[config.mk]
export PLATFORM = sky130hd
export DESIGN_NAME = track_row_dma
export DESIGN_NICKNAME = d
export VERILOG_FILES = /design/src/rtl/track_row_dma.sv
export SDC_FILE = /design/constraint.sdc
export NUM_CORES = 1
export LEC_CHECK = 0
export CAP_MARGIN = 40
export CORE_MARGIN = 1.5
export CORE_UTILIZATION = 50
export DETAILED_ROUTE_END_ITERATION = 10
export GPL_TIMING_DRIVEN = 0
export PLACE_DENSITY = 0.67
export REMOVE_ABC_BUFFERS = 1
export SETUP_SLACK_MARGIN = 0.05
export SLEW_MARGIN = 20
export SYNTH_ARGS = -nofsm -noshare
export SYNTH_HDL_FRONTEND = slang
export SYNTH_HIERARCHICAL = 1
export SYNTH_SLANG_ARGS = --single-unit
export TNS_END_PERCENT = 20
[constraint.sdc]
create_clock -name CLK -period 4.3 [get_ports CLK]
set_clock_uncertainty 0.1 [all_clocks]
set_input_delay 0.645 -clock CLK [delete_from_list [all_inputs] [get_ports CLK]]
set_output_delay 0.645 -clock CLK [all_outputs]
set_load 0.05 [all_outputs]
[src/rtl/track_row_dma.sv]
// Streams one buffered track row per frame into text VRAM, started by the vsync falling edge.
// Latency: the first write is on the bus one cycle after the vsync fall; with no stalls a row takes ROW_WORDS cycles.
// Backpressure: IN_READY drops while the FIFO is full; AVM_WAITREQUEST holds the bus and blocks the FIFO pop.
//
// Ports:
//   CLK, RESET            : clock and synchronous active-high reset
//   VS                    : active-low vsync, synchronous to CLK
//   IN_VALID/IN_DATA      : word input to the row FIFO
//   IN_READY              : the row FIFO can take a word this cycle
//   AVM_*                 : Avalon-MM write master towards the VRAM slave
//   ROW_PTR               : next row slot to be written; the display uses it as the scroll offset
//   BUSY                  : a row burst is in progress
//   UNDERRUN_CNT          : saturating count of frames that had less than a row buffered

// Generic synchronous first-word-fall-through FIFO with an occupancy count.
// Latency: a pushed word is visible at dout on the next cycle.
// Backpressure: a push while full and a pop while empty are both ignored.
module track_row_dma_fifo #(
  parameter int W     = 32,
  parameter int DEPTH = 32,
  parameter int CW    = $clog2(DEPTH + 1)
) (
  input  logic          clk,
  input  logic          rst,
  input  logic          push,
  input  logic          pop,
  input  logic [W-1:0]  din,
  output logic [W-1:0]  dout,
  output logic [CW-1:0] count
);
  localparam int PW = (DEPTH > 1) ? $clog2(DEPTH) : 1;

  logic [W-1:0]  mem_q [DEPTH];
  logic [PW-1:0] wr_ptr_q, wr_ptr_d;
  logic [PW-1:0] rd_ptr_q, rd_ptr_d;
  logic [CW-1:0] count_q, count_d;
  logic          push_ok, pop_ok;

  assign push_ok = push && (count_q != CW'(DEPTH));
  assign pop_ok  = pop && (count_q != '0);

  always_comb begin
    wr_ptr_d = wr_ptr_q;
    rd_ptr_d = rd_ptr_q;
    count_d  = count_q;
    if (push_ok) wr_ptr_d = (wr_ptr_q == PW'(DEPTH - 1)) ? '0 : wr_ptr_q + 1'b1;
    if (pop_ok)  rd_ptr_d = (rd_ptr_q == PW'(DEPTH - 1)) ? '0 : rd_ptr_q + 1'b1;
    case ({push_ok, pop_ok})
      2'b10:   count_d = count_q + 1'b1;
      2'b01:   count_d = count_q - 1'b1;
      default: count_d = count_q;
    endcase
  end

  always_ff @(posedge clk) begin
    if (rst) begin
      wr_ptr_q <= '0;
      rd_ptr_q <= '0;
      count_q  <= '0;
    end else begin
      wr_ptr_q <= wr_ptr_d;
      rd_ptr_q <= rd_ptr_d;
      count_q  <= count_d;
    end
  end

  // Storage carries no reset; occupancy alone says what is valid.
  always_ff @(posedge clk) begin
    if (push_ok) mem_q[wr_ptr_q] <= din;
  end

  assign dout  = mem_q[rd_ptr_q];
  assign count = count_q;
endmodule

module track_row_dma #(
  parameter int ROW_WORDS  = 20,
  parameter int NUM_ROWS   = 30,
  parameter int FIFO_DEPTH = 32,
  parameter int ADDR_W     = 10
) (
  input  logic              CLK,
  input  logic              RESET,
  input  logic              VS,
  input  logic              IN_VALID,
  input  logic [31:0]       IN_DATA,
  output logic              IN_READY,
  output logic              AVM_CS,
  output logic              AVM_WRITE,
  output logic [ADDR_W-1:0] AVM_ADDR,
  output logic [3:0]        AVM_BYTE_EN,
  output logic [31:0]       AVM_WRITEDATA,
  input  logic              AVM_WAITREQUEST,
  output logic [4:0]        ROW_PTR,
  output logic              BUSY,
  output logic [7:0]        UNDERRUN_CNT
);
  localparam int CW  = $clog2(FIFO_DEPTH + 1);
  localparam int WCW = $clog2(ROW_WORDS);

  localparam logic [0:0] ST_IDLE  = 1'b0;
  localparam logic [0:0] ST_WRITE = 1'b1;

  logic [0:0]     state_q, state_d;
  logic           vs_q, vs_d;
  logic [WCW-1:0] word_cnt_q, word_cnt_d;
  logic [4:0]     row_ptr_q, row_ptr_d;
  logic [7:0]     underrun_q, underrun_d;

  logic [CW-1:0]     fifo_count;
  logic [31:0]       fifo_head;
  logic              fifo_push, vs_fall, in_write, accept, last_word;
  logic [ADDR_W-1:0] row_addr;

  assign IN_READY  = (fifo_count < CW'(FIFO_DEPTH));
  assign fifo_push = IN_VALID && IN_READY;
  assign vs_fall   = vs_q && !VS;
  assign in_write  = (state_q == ST_WRITE);
  // A word leaves the FIFO only when the slave takes it, so a stall holds head and address.
  assign accept    = in_write && !AVM_WAITREQUEST;
  assign last_word = (word_cnt_q == WCW'(ROW_WORDS - 1));

  track_row_dma_fifo #(
    .W     (32),
    .DEPTH (FIFO_DEPTH)
  ) u_fifo (
    .clk   (CLK),
    .rst   (RESET),
    .push  (fifo_push),
    .pop   (accept),
    .din   (IN_DATA),
    .dout  (fifo_head),
    .count (fifo_count)
  );

  always_comb begin
    state_d    = state_q;
    vs_d       = VS;
    word_cnt_d = word_cnt_q;
    row_ptr_d  = row_ptr_q;
    underrun_d = underrun_q;
    case (state_q)
      ST_IDLE: begin
        if (vs_fall) begin
          if (fifo_count >= CW'(ROW_WORDS)) begin
            state_d    = ST_WRITE;
            word_cnt_d = '0;
          end else if (underrun_q != 8'hFF) begin
            underrun_d = underrun_q + 1'b1;
          end
        end
      end
      default: begin
        // vsync edges are deliberately ignored while a row is in flight.
        if (accept) begin
          if (last_word) begin
            state_d    = ST_IDLE;
            word_cnt_d = '0;
            row_ptr_d  = (row_ptr_q == 5'(NUM_ROWS - 1)) ? 5'd0 : row_ptr_q + 5'd1;
          end else begin
            word_cnt_d = word_cnt_q + 1'b1;
          end
        end
      end
    endcase
  end

  always_ff @(posedge CLK) begin
    if (RESET) begin
      state_q    <= ST_IDLE;
      vs_q       <= 1'b1;
      word_cnt_q <= '0;
      row_ptr_q  <= '0;
      underrun_q <= '0;
    end else begin
      state_q    <= state_d;
      vs_q       <= vs_d;
      word_cnt_q <= word_cnt_d;
      row_ptr_q  <= row_ptr_d;
      underrun_q <= underrun_d;
    end
  end

  // Slot base plus word offset stays below NUM_ROWS*ROW_WORDS, clear of the control region.
  assign row_addr = ADDR_W'(row_ptr_q) * ADDR_W'(ROW_WORDS) + ADDR_W'(word_cnt_q);

  assign AVM_CS        = in_write;
  assign AVM_WRITE     = in_write;
  assign BUSY          = in_write;
  assign AVM_BYTE_EN   = 4'b1111;
  assign AVM_ADDR      = in_write ? row_addr : '0;
  assign AVM_WRITEDATA = in_write ? fifo_head : 32'd0;
  assign ROW_PTR       = row_ptr_q;
  assign UNDERRUN_CNT  = underrun_q;
endmodule
# Word level (Yosys, flattened, before mapping)
# Memories as Yosys holds them, arrays and structs flattened. A register that Yosys moved wholly into a read port is not among the register bits.
# Index checks and enable logic that the tools add are counted.
# word_totals
mem_count	1
latch_bits	0
romBits	0
out_inout_bits	63
word_cells	65
ff_bits	36
input_bits	37
ramBits	1024
# classes
multipliers	1
mux	20
n_reduce_logical	14
shift	0
bitwise	2
n_div	0
eq_ne	9
addsub	8
order_cmp	2
# memory_table
memory	depth	width	rd	rd_clocked_by_memory_dff	write_ports	line	source
u_fifo.mem_q	32	32	1	1	1	33	logic [W-1:0] mem_q [DEPTH];
# op_table
op	n
5-bit 2-to-1 mux	10
32-bit 2-to-1 mux	1
5-bit by 1-bit adder with 5-bit output, second input constant	4
5-bit equality test, second input constant	4
6-bit case mux with 2 select lines	1
10-bit by 5-bit adder with 10-bit output	1
10-bit 2-to-1 mux	1
8-bit by 1-bit adder with 8-bit output, second input constant	1
5-bit by 3-bit multiplier with 8-bit output, second input constant	1
8-bit inequality test, second input constant	1
1-bit 2-to-1 mux	7
6-bit by 1-bit adder with 6-bit output, second input constant	1
6-bit by 5-bit >= comparator with 1-bit output, second input constant	1
6-bit less-than comparator, second input constant	1
6-bit inequality test, second input constant	1
3-bit AND reduction	2
2-bit nonzero test	3
6-bit nonzero test	1
6-bit by 1-bit subtractor with 6-bit output, second input constant	1
1-bit logical AND	5
4-bit AND reduction	1
2-bit by 1-bit equality test with 1-bit output, second input constant	1
2-bit equality test, second input constant	1
1-bit logical NOT	2
2 further kinds	3

# Logic depth before layout (Yosys ltp)
# Gate-level depths: netlist of the first run.
# logic_depth
ltp_word	5
depth_mapped	14
ltp_nobuf	11

# Cells and area by module
# The synthesis of the first run kept the hierarchy.
# by_module_without_submodules
module	instances	cells_each	area_per_inst_um2	seq_area_each_um2
track_row_dma_fifo	1	2051	40393.7	31169.9
track_row_dma	1	212	1659.1	400.4

# Worst setup path after synthesis of the first run
# OpenSTA, ideal clock, no wires.
# synth_path
path_kind	register -> output
from	register row_ptr_q[1] (netlist: ROW_PTR[1])
to	output port AVM_ADDR[9]
setup_slack_ns	0.345
t_arrival_ns	3.210
required_time_ns	3.555
path_buffers	0
stages_incl_launch_ff	9
path_cell_list	dfxtp_1 > ha_1 > ha_1 > inv_1 > fa_1 > nand2b_1 > nor2_1 > nand3_1 > o21ai_0
# synth_via
elab_chain_cells	3
# synth_lines
element	line	source
start: declaration	107	logic [4:0] row_ptr_q, row_ptr_d;
start signal: assignment	179	row_ptr_q <= row_ptr_d;
5-bit by 3-bit multiplier with 8-bit output	185	assign row_addr = ADDR_W'(row_ptr_q) * ADDR_W'(ROW_WORDS) + ADDR_W'(word_cnt_q);
10-bit by 5-bit adder with 10-bit output	185	
10-bit 2-to-1 mux	191	assign AVM_ADDR = in_write ? row_addr : '0;
end: declaration	90	output logic [ADDR_W-1:0] AVM_ADDR,
# Every way passes these cells.

==> key figures, run 1 <==
Synthesis
  – Post-synth cell types: 62
  – Synth area leader: edfxtp_1
  – Synth top area cells: edfxtp_1 73%, mux4_2 6.9%, mux2_2 5.2%
  – Synth Cell Area: 42100 sq um
  – FF+latch count, synth: 1065
  – Synth top area share: 0.731
  – Synth Flop Type: edfxtp_1
  – Synth Warn #: 6
  – Cell count after synthesis: 2263
  – EDFF count, synth: 1024
  – Ys async rst share: 0
  – Sequential area share after synthesis: 0.751
  – Synth Area per Inst: 18.6 sq um

Detailed routing
  – DRT met1 WL: 39500 um
  – Post-route ant nets: 0
  – DR vias/cell: 6.12
  – WL final: 102000 um
  – Iter 0 DRT Violations: 2076
  – Routed wl met3: 6340 um
  – Drt pass-1 iters: 5
  – Top layer in use: met5
  – DR WL met2: 53300 um
  – Wire per inst: 28.1 um
  – DRC viols: 0
  – Vias: 22300

Floorplanning
  – Core area: 83400 sq um
  – Number of cell rows: 106
  – Full die area: 85900 sq um
  – Boundary pin count: 100
  – Die Y: 293 um
  – Initial Util: 0.504
  – Die X-Extent: 293 um

Power
  – Logic pwr share: 0.021
  – Clk pwr share: 0.427
  – Leakage: 15.9 nW
  – Sw Pwr: 0.00410 W
  – Maximum vdd drop: 308 uV
  – Overall power after layout: 0.0207 W
  – Seq pwr share: 0.552
  – PD cells: 413 nW/um^2
  – Switch share: 0.198
  – Power Internal: 0.0166 W

STA
  – Endpoints failing hold: 0
  – Slew HR: 0.466
  – Final cycle utilization of the critical path: 0.983
  – Slew of the pin with the lowest slew margin: 0.798 ns
  – Final worst setup slack: 0.0714 ns
  – TNS Setup: 0 ns
  – RSZ-0062 raised after global routing: yes
  – Fin crit period: 4.23 ns
  – Final setup vio count: 0
  – Fmax: 236 MHz
  – Fin. max-slew vios: 0

Worst hold path
  – WHS Path Cells: 2
  – Hold EP: UNDERRUN_CNT[5]$_SDFFE_PP0P_
  – Worst Hold Launch: UNDERRUN_CNT[5]$_SDFFE_PP0P_
  – Min-delay worst type: reg2reg

Clock network
  – Root Buffer: clkbuf_16
  – Clock-pin slew on the worst setup and hold paths: 0.06 ns
  – H-Tree Depth: 3
  – CTS Sinks: 1065
  – Later-pin clock latency in the skew report: 0.65 ns
  – Clock Path Buffers: 3
  – TritonCTS clock tree: done
  – CTS Buf Count: 105

Layout
  – NumNets Final: 2535
  – Final core occ: 0.602
  – Most common cell after layout, fill and taps aside: edfxtp_1
  – Share of layout cells above drive strength 1: 0.265
  – Commonest non-fill, non-tap cells in the layout: 1024 x edfxtp_1, 195 x mux2_2, 128 x mux4_2
  – # diodes: 0
  – Area Overhead vs Synth: 19.5%

Global routing
  – Total global routing overflow: 0
  – Total Routing Usage GR: 0.238
  – First-pass GRT wire length: 149000 um
  – Initial antenna violation count: 2
  – Vias in the first global route: 22700
  – Pin count of the biggest net entering global routing: 61

Worst setup path
  – Worst setup SP type: flop
  – CP max-delay cell: or4_1
  – CP endpoint kind: output pin
  – CP Class: reg2out
  – R2R setup slack: 0.69 ns
  – Crit-path max cell delay: 0.55 ns
  – Required time worst endpoint: 3.56 ns
  – Register-to-Register Path Depth: 10
  – Critical Path AT: 3.48 ns
  – Critical path fanouts, max: 29
  – R2r endpoint: u_fifo/count[4]$_SDFFE_PP0P_
  – R2R Path Start: u_fifo/count[1]$_SDFFE_PP0P_
  – CP Cell Sequence: buf_4, buf_8, buf_16, mux2_2, o22ai_1, nor3_1, or4_1, and2_1, dlygate4sd2_1

Place
  – GP Congestion: 0.739
  – PortBufs: 95
  – Place WS: -0.170 ns
  – Post-DP HPWL: 60600 um

Run status
  – Status: finished, final reports clean

Run
  – Max_cap viols: 0
[registers in the layout, indices dropped and copies added (netlist names), named ones only]
| name | cells |
|---|---|
| u_fifo/mem_q | 1024 |
| UNDERRUN_CNT | 8 |
| u_fifo/count | 6 |
| ROW_PTR | 5 |
| u_fifo/rd_ptr_q | 5 |
| u_fifo/wr_ptr_q | 5 |
| word_cnt_q | 5 |
| AVM_CS | 1 |
| vs_q | 1 |
[how the worst max path moves through the flow]
stage	endpoint	slack (ns)	cells after the start	from
5_1_grt	AVM_WRITEDATA[19]	-0.06	9	flop
4_1_cts	AVM_WRITEDATA[6]	-0.09	8	flop
6_report	AVM_WRITEDATA[30]	0.07	9	flop
2_1_floorplan	AVM_WRITEDATA[0]	-7.90	4	flop
3_3_place_gp	AVM_WRITEDATA[27]	-14.10	5	flop
3_5_place_dp	AVM_WRITEDATA[6]	-0.17	8	flop
[Yosys cell counts, types with 41 or more instances]
cell type and number:
clkbuf_1 89, nor2b_1 75, edfxtp_1 1024, mux2_2 195
nor3_1 67, o21ai_0 76, a22o_1 64, o22ai_1 65
nor2_1 59, a211oi_1 65, dfxtp_1 41, mux4_2 128
[layout make-up]
type	instances	area [sq um]
Clock buffer	133	2780
Clock inverter	63	557
Fill cell	5792	33200
Inverter	15	56.3
Multi-Input combinational cell	1051	10100
Sequential cell	1065	31600
Tap cell	1080	1350
Timing Repair Buffer	235	3780
[power by group through the flow]
| stage | logic (W) | clock network, W | registers (W) |
|---|---|---|---|
| final | 0.000433 | 0.00885 | 0.0114 |
| after global routing | 0.000463 | 0.00936 | 0.0114 |
| after CTS | 0.000387 | 0.00897 | 0.0115 |
| after detailed placement | 0.000386 | 0 | 0.0117 |
| after global placement | 0.000323 | 0 | 0.0117 |
| after floorplan | 0.000123 | 0 | 0.0117 |
[per-layer routing]
layer | GRT usage | vias to the layer above
li1 | - | 9640
met4 | 0.0839 | 2
met2 | 0.419 | 874
met3 | 0.0309 | 205
met5 | 0 | -
met1 | 0.305 | 11600
[cell families (layout without fill, tap and decap cells)]
| group | Yosys count | after routing | synth area share |
|---|---|---|---|
| other | 1 | 4 | 0.0000892 |
| flip-flops | 1065 | 1065 | 0.751 |
| AO/OA/AOI/OAI | 321 | 321 | 0.0516 |
| multiplexers | 332 | 332 | 0.123 |
| adder cells (fa/ha/maj) | 25 | 25 | 0.00780 |
| AND/OR/NAND/NOR | 355 | 358 | 0.0482 |
| XOR/XNOR | 11 | 11 | 0.00229 |
| buffers and inverters | 153 | 446 | 0.0164 |
[critical path, delay by kind of cell, from the launching register on]
family | cells | cell delay (ns)
multiplexers | 1 | 0.36
AND/OR/NAND/NOR | 3 | 0.82
buffers and inverters | 4 | 1.07
AO/OA/AOI/OAI | 1 | 0.17
flip-flops | 1 | 0.38
[timing repair]
| action | 4_1_cts | 5_1_grt |
|---|---|---|
| buffers inserted | 10 | 0 |
| hold buffers | 0 | 0 |
| gates cloned | 7 | 3 |
| setup endpoints to repair | 35 | 22 |
| gates resized for setup | 71 | 12 |
[per-stage QoR]
step           std cells  cell area [sq um]  hold WS (ns)
2_1_floorplan       2128              41400         0.363
3_3_place_gp        3303              43700         0.402
3_5_place_dp        3397              46200         0.406
6_report            3642              50200         0.427
4_1_cts             3610              49800         0.414
5_1_grt             3642              50200         0.440
Power figures use the tool's default switching activity.
==> inputs of run 2 (changes only) <==
- ABC_CLOCK_PERIOD_IN_PS: default -> 4300
- DONT_BUFFER_PORTS: default -> 1
==> run 2 against run 1 <==
Via count stayed put. Maximum frequency is 1.4% higher. Non-clock buffer count is 64 lower. Critical path type unchanged.
==> key figures, run 2 (synthesis gave the netlist of run 1 again) <==
Layout
  – Area Overhead vs Synth: 18.5%
  – Final core occ: 0.597 (-0.00500)
  – Top reg by flops: u_fifo/mem_q
  – Commonest non-fill, non-tap cells in the layout: 1024 x edfxtp_1, 195 x mux2_2, 128 x mux4_2
  – NumNets Final: 2468 (-2.6%)
  – Most common cell after layout, fill and taps aside: edfxtp_1
  – Max FFs per register: 1024 (unchanged)
  – Share of layout cells above drive strength 1: 0.278 (+0.0128)

STA
  – Final cycle utilization of the critical path: 0.970 (-0.0133)
  – Final setup vio count: 0 (unchanged)
  – Hold_ws: 0.0532 ns (-0.374 ns)
  – Fin crit period: 4.17 ns (-0.0570 ns)
  – Slew HR: 0.439 (-0.0274)
  – Fmax: 240 MHz (+1.4%)
  – Slew of the pin with the lowest slew margin: 0.838 ns (+0.0393 ns)
  – RSZ-0062 raised after global routing: yes
  – Fin. max-slew vios: 0 (unchanged)
  – Final worst setup slack: 0.128 ns (+0.0570 ns)
  – Endpoints failing hold: 0 (unchanged)

Floorplanning
  – Boundary pin count: 100 (unchanged)
  – Full die area: 85900 sq um (unchanged)
  – Core area: 83400 sq um (unchanged)
  – Number of cell rows: 106 (unchanged)
  – Die Y: 293 um (unchanged)
  – Die X-Extent: 293 um (unchanged)
  – Initial Util: 0.504 (unchanged)

Detailed routing
  – Iter 0 DRT Violations: 2526 (+22%)
  – DR vias/cell: 6.22 (+1.7%)
  – Drt pass-1 iters: 5 (unchanged)
  – Post-route ant nets: 0 (unchanged)
  – Wire per inst: 28.7 um (+2.3%)
  – WL final: 103000 um (+0.51%)
  – Vias: 22300 (unchanged)
  – DRC viols: 0 (unchanged)

Worst setup path
  – Required time worst endpoint: 3.56 ns (about the same)
  – Worst setup SP type: flop
  – R2R Path Start: u_fifo/count[2]$_SDFFE_PP0P_
  – Critical Path AT: 3.43 ns (-0.05 ns)
  – CP Class: reg2out
  – Critical path fanouts, max: 17 (-41%)
  – CP endpoint kind: output pin

Place
  – Post-DP HPWL: 61800 um (+2.0%)
  – Place WS: 0.147 ns (+0.317 ns)
  – GP Congestion: 0.731 (-1.0%)
  – PortBufs: 0 (-100%)

Power
  – Leakage: 15.7 nW (-1.2%)
  – PD cells: 421 nW/um^2 (+1.9%)
  – Maximum vdd drop: 354 uV (+15%)
  – Overall power after layout: 0.0210 W (+1.1%)

Global routing
  – Vias in the first global route: 22400 (-1.6%)
  – Initial antenna violation count: 3 (+1)
  – Total Routing Usage GR: 0.240 (+0.00115)
  – Pin count of the biggest net entering global routing: 61 (unchanged)
  – First-pass GRT wire length: 150000 um (+0.61%)
  – Total global routing overflow: 0 (unchanged)

Run
  – Max_cap viols: 0 (unchanged)

Clock network
  – H-Tree Depth: 3 (unchanged)
  – CTS Buf Count: 105 (unchanged)
  – Root Buffer: clkbuf_16
  – TritonCTS clock tree: done
  – Clock Path Buffers: 3 (unchanged)
  – CTS Sinks: 1065 (unchanged)
  – Clock-pin slew on the worst setup and hold paths: 0.06 ns (about the same)
  – Later-pin clock latency in the skew report: 0.65 ns (about the same)

Worst hold path
  – Worst Hold Launch: RESET
  – Min-delay worst type: in2reg

Run status
  – Status: finished, final reports clean
==> run 2: cell count changes in the layout (fill, tap and decap cells not counted), moves of 10 or more <==
cell	previous run	this run
clkinv_2	16	29
clkdlybuf4s15_2	10	0
clkdlybuf4s50_1	59	0
and2_1	38	23
and2_4	0	11
dlygate4sd2_1	17	0
dlygate4sd3_1	0	30
==> run 2: worst paths after layout <==
kind,endpoint,slack (ns),cells after the start
max reg2reg,u_fifo/count[4]$_SDFFE_PP0P_,0.68,10
max,AVM_WRITEDATA[21],0.13,7
min reg2reg,flop,0.42,2
min,UNDERRUN_CNT[3]$_SDFFE_PP0P_,0.05,2
==> run 2: metal layers <==
layer,wire (um),track usage
met1,39800,0.312
met2,53000,0.415
met3,7370,0.0377
met4,2590,0.0741
met5,11,0
==> run 2: layout make-up <==
type                       instances  area (sq um)
timing repair buffer             171          3240
sequential                      1065         31600
antenna                            2          5.00
fill                            5731         33600
multi-input combinational       1048         10100
tap                             1080          1350
clock inverter                    74           712
clock buffer                     125          2740
inverter                          15          56.3
==> run 2: worst max-delay path, cell delays in order (launching register included) <==
cell,delay (ns)
dfxtp_4,0.40
buf_16,0.20
buf_16,0.22
buf_16,0.21
mux4_2,0.51
a22o_1,0.24
or4_1,0.60
and2_2,0.36
==> run 2: stage by stage <==
step	instances	TNS (ns)	area, sq um
finish	3580	0	49800
floorplan	2128	-253.05	41400
global route	3579	0	49800
detailed placement	3304	0	45300
global placement	3208	-1669.22	42800
CTS	3547	0	49400
==> run 2: what timing repair did <==
item,4_1_cts,5_1_grt
gates cloned,6,1
setup buffers,4,0
endpoints found under the setup margin,32,14
hold buffers,34,0
endpoints found under the hold margin,1055,0
resized for setup,20,10
==> run 2: power by group <==
group          internal (W)  switching [W]  total, W
clock network       0.00517        0.00393   0.00910
logic              0.000141       0.000274  0.000415
registers            0.0114      0.0000272    0.0114
==> inputs of run 3 (changes only) <==
--- a/config.mk
+++ b/config.mk
@@ -9,9 +9,10 @@
 export CAP_MARGIN = 40
 export CORE_MARGIN = 1.5
-export CORE_UTILIZATION = 50
+export CORE_UTILIZATION = 40
 export DETAILED_ROUTE_END_ITERATION = 10
 export DONT_BUFFER_PORTS = 1
 export GPL_TIMING_DRIVEN = 0
-export PLACE_DENSITY = 0.67
+export HOLD_SLACK_MARGIN = 0.06
+export PLACE_DENSITY = 0.56
 export REMOVE_ABC_BUFFERS = 1
 export SETUP_SLACK_MARGIN = 0.05
==> constraint.sdc (replaced) <==
create_clock -name CLK -period 4.3 [get_ports CLK]
set_clock_uncertainty 0.1 [all_clocks]
set_input_delay 0.645 -clock CLK [delete_from_list [all_inputs] [get_ports CLK]]
set_output_delay 0.645 -clock CLK [all_outputs]
set_load 0.1 [all_outputs]
==> run 3 against run 2 <==
Clock power rose by 4.1%. Non-clock buffer count rose by 71. Count of clock-buffer cells in the layout rose by 11. Sequential share of layout area fell by 2.3 points. Sequential cell count did not move. Worst hold slack improved by 0.060 ns. Maximum frequency fell by 0.61%. Final cell count rose by 11%. Register-to-register slack got worse by 0.03 ns. Largest power group unchanged.
==> key figures, run 3 (synthesis gave the netlist of run 1 again) <==
Layout
  – Share of layout cells above drive strength 1: 0.295 (+0.0171)
  – Max FFs per register: 1024 (unchanged)
  – Area Overhead vs Synth: 23.1%
  – Commonest non-fill, non-tap cells in the layout: 1024 x edfxtp_1, 195 x mux2_2, 128 x mux4_2
  – Final instance area: 51700 sq um (+3.9%)
  – NumNets Final: 2546 (+3.2%)
  – Most common cell after layout, fill and taps aside: edfxtp_1
  – Top reg by flops: u_fifo/mem_q
  – Final core occ: 0.498 (-0.0993)

Worst setup path
  – Critical Path AT: 3.45 ns (+0.02 ns)
  – CP endpoint kind: output pin
  – Register-to-Register Path Depth: 11 (+1)
  – CP most frequent cell: buf_16
  – R2r endpoint: u_fifo/count[4]$_SDFFE_PP0P_
  – R2R setup slack: 0.65 ns (-0.03 ns)
  – Crit path to: AVM_WRITEDATA[6]
  – Worst setup SP type: flop
  – Crit-path max cell delay: 0.61 ns (about the same)
  – CP max-delay cell: or4_1
  – CP Class: reg2out
  – Critical path fanouts, max: 31 (+14)
  – R2R Path Start: AVM_CS$_SDFF_PP0_
  – CP Cell Sequence: buf_16, buf_16, mux4_2, a22o_1, or4_1, and2_1, buf_8
  – Required time worst endpoint: 3.56 ns (about the same)

Global routing
  – First-pass GRT wire length: 154000 um (+2.7%)
  – Pin count of the biggest net entering global routing: 59 (-3.3%)
  – Total global routing overflow: 0 (unchanged)
  – Vias in the first global route: 22800 (+2.0%)
  – Initial antenna violation count: 4 (+1)
  – Total Routing Usage GR: 0.198 (-0.0420)

Power
  – Logic pwr share: 0.021 (about the same)
  – Clk pwr share: 0.443 (+0.009)
  – PD cells: 413 nW/um^2 (-1.9%)
  – Switch share: 0.198 (-0.00364)
  – Maximum vdd drop: 372 uV (+5.0%)
  – Power Internal: 0.0171 W (+2.4%)
  – Seq pwr share: 0.536 (-0.010)
  – Sw Pwr: 0.00423 W (about the same)
  – Leakage: 16.4 nW (+4.4%)

Floorplanning
  – Core area: 104000 sq um (+25%)
  – Boundary pin count: 100 (unchanged)
  – Number of cell rows: 118 (+11%)
  – Initial Util: 0.405 (-0.0995)
  – Die X-Extent: 327 um (+12%)
  – Die Y: 327 um (+12%)
  – Full die area: 107000 sq um (+25%)

STA
  – Hold_ws: 0.114 ns (+0.0604 ns)
  – Fin crit period: 4.20 ns (+0.0256 ns)
  – RSZ-0062 raised after global routing: yes
  – Endpoints failing hold: 0 (unchanged)
  – Fin. max-slew vios: 0 (unchanged)
  – Final setup vio count: 0 (unchanged)
  – Fmax: 238 MHz (-0.61%)
  – TNS Setup: 0 ns (unchanged)
  – Slew of the pin with the lowest slew margin: 0.826 ns (-0.0113 ns)
  – Final cycle utilization of the critical path: 0.976 (+0.00594)
  – Slew HR: 0.437 (-0.00182)

Detailed routing
  – DR vias/cell: 5.60 (-10%)
  – Post-route ant nets: 0 (unchanged)
  – WL final: 106000 um (+3.0%)
  – Vias: 22200 (-0.55%)
  – DRC viols: 0 (unchanged)
  – Wire per inst: 26.8 um (-6.8%)
  – Iter 0 DRT Violations: 1767 (-30%)
  – Drt pass-1 iters: 5 (unchanged)

Run
  – Max_cap viols: 0 (unchanged)

Place
  – Post-DP HPWL: 66100 um (+7.0%)
  – Placed cell area: 46800 sq um (+3.3%)
  – PortBufs: 0 (unchanged)
  – GP Congestion: 0.728 (-0.48%)

Clock network
  – Clock-pin slew on the worst setup and hold paths: 0.06 ns (about the same)
  – Later-pin clock latency in the skew report: 0.69 ns (+0.04 ns)
  – Clock Path Buffers: 3 (unchanged)
  – CTS Buf Count: 111 (+5.7%)
  – H-Tree Depth: 3 (unchanged)
  – CTS Sinks: 1065 (unchanged)
  – TritonCTS clock tree: done
  – Root Buffer: clkbuf_16

Run status
  – Status: finished, final reports clean

Worst hold path
  – Min-delay worst type: in2reg
[run 3: changes by cell type in the layout (fill, tap and decap cells not counted), sizes merged]
cell,before,now
buf,135,203
clkbuf,126,137
clkinv,60,53
bufbuf,5,9
bufinv,10,13
clkinvlp,2,0
inv,17,19
diode,2,1
dlygate4sd3,30,29
nand2b,6,7
[run 3: final cells by class]
| cell class | instances | area (sq um) |
|---|---|---|
| repair buffers | 242 | 4590 |
| clock inverters | 70 | 722 |
| diodes | 1 | 2.50 |
| inverters | 15 | 56.3 |
| fillers | 8301 | 52200 |
| flip-flops and latches | 1065 | 31600 |
| well taps | 1380 | 1730 |
| multi-input cells | 1049 | 10200 |
| clock buffers | 136 | 2890 |
[run 3: through the flow]
| stage | setup slack, ns | power, W | instances |
|---|---|---|---|
| after floorplan | -8.23 | 0.0118 | 2128 |
| after CTS | 0.0330 | 0.0215 | 3918 |
| after global placement | -14.32 | 0.0119 | 3508 |
| final | 0.103 | 0.0214 | 3958 |
| after global routing | -0.0127 | 0.0220 | 3957 |
| after detailed placement | -0.160 | 0.0119 | 3657 |
[run 3: how the worst min path moves through the flow]
stage / slack [ns] / cells after the start / end / start
floorplan: 0.36 / 1 / word_cnt_q[4]$_SDFFE_PP0P_ / word_cnt_q[4]$_SDFFE_PP0P_
global placement: 0.39 / 2 / flop / u_fifo/rd_ptr_q[0]$_SDFFE_PP0N_
detailed placement: 0.41 / 2 / u_fifo/rd_ptr_q[3]$_SDFFE_PP0N_ / u_fifo/rd_ptr_q[3]$_SDFFE_PP0N_
CTS: 0.07 / 2 / u_fifo/count[3]$_SDFFE_PP0P_ / RESET
global route: 0.09 / 2 / u_fifo/count[3]$_SDFFE_PP0P_ / RESET
finish: 0.11 / 2 / u_fifo/count[3]$_SDFFE_PP0P_ / RESET
[run 3: power groups by stage]
stage                     Combinational, W  Sequential (W)  Clock (W)
after floorplan                   0.000131          0.0117          0
after detailed placement          0.000263          0.0117          0
after CTS                         0.000420          0.0115    0.00965
after global routing              0.000488          0.0114     0.0101
final                             0.000453          0.0114    0.00947
after global placement            0.000195          0.0117          0
[run 3: metal layers]
| layer | wire length, um | share of wire | GRT usage |
|---|---|---|---|
| met2 | 55500 | 0.52 | 0.352 |
| met1 | 42200 | 0.40 | 0.246 |
| met4 | 3040 | 0.029 | 0.0640 |
| met5 | 0 | 0 | 0 |
| met3 | 5160 | 0.049 | 0.0309 |
[run 3: what timing repair did]
item	4_1_cts	5_1_grt
hold endpoints to repair	1062	0
setup endpoints to repair	32	18
gates cloned	11	2
setup buffers	10	9
hold buffers	34	0
resized for setup	8	7
[run 3: critical path, delay by kind of cell (launching register included)]
family	cells	cell delay, ns
compound gates	1	0.23
buf+inv	3	0.69
flops	1	0.37
mux	1	0.55
simple gates	2	0.83
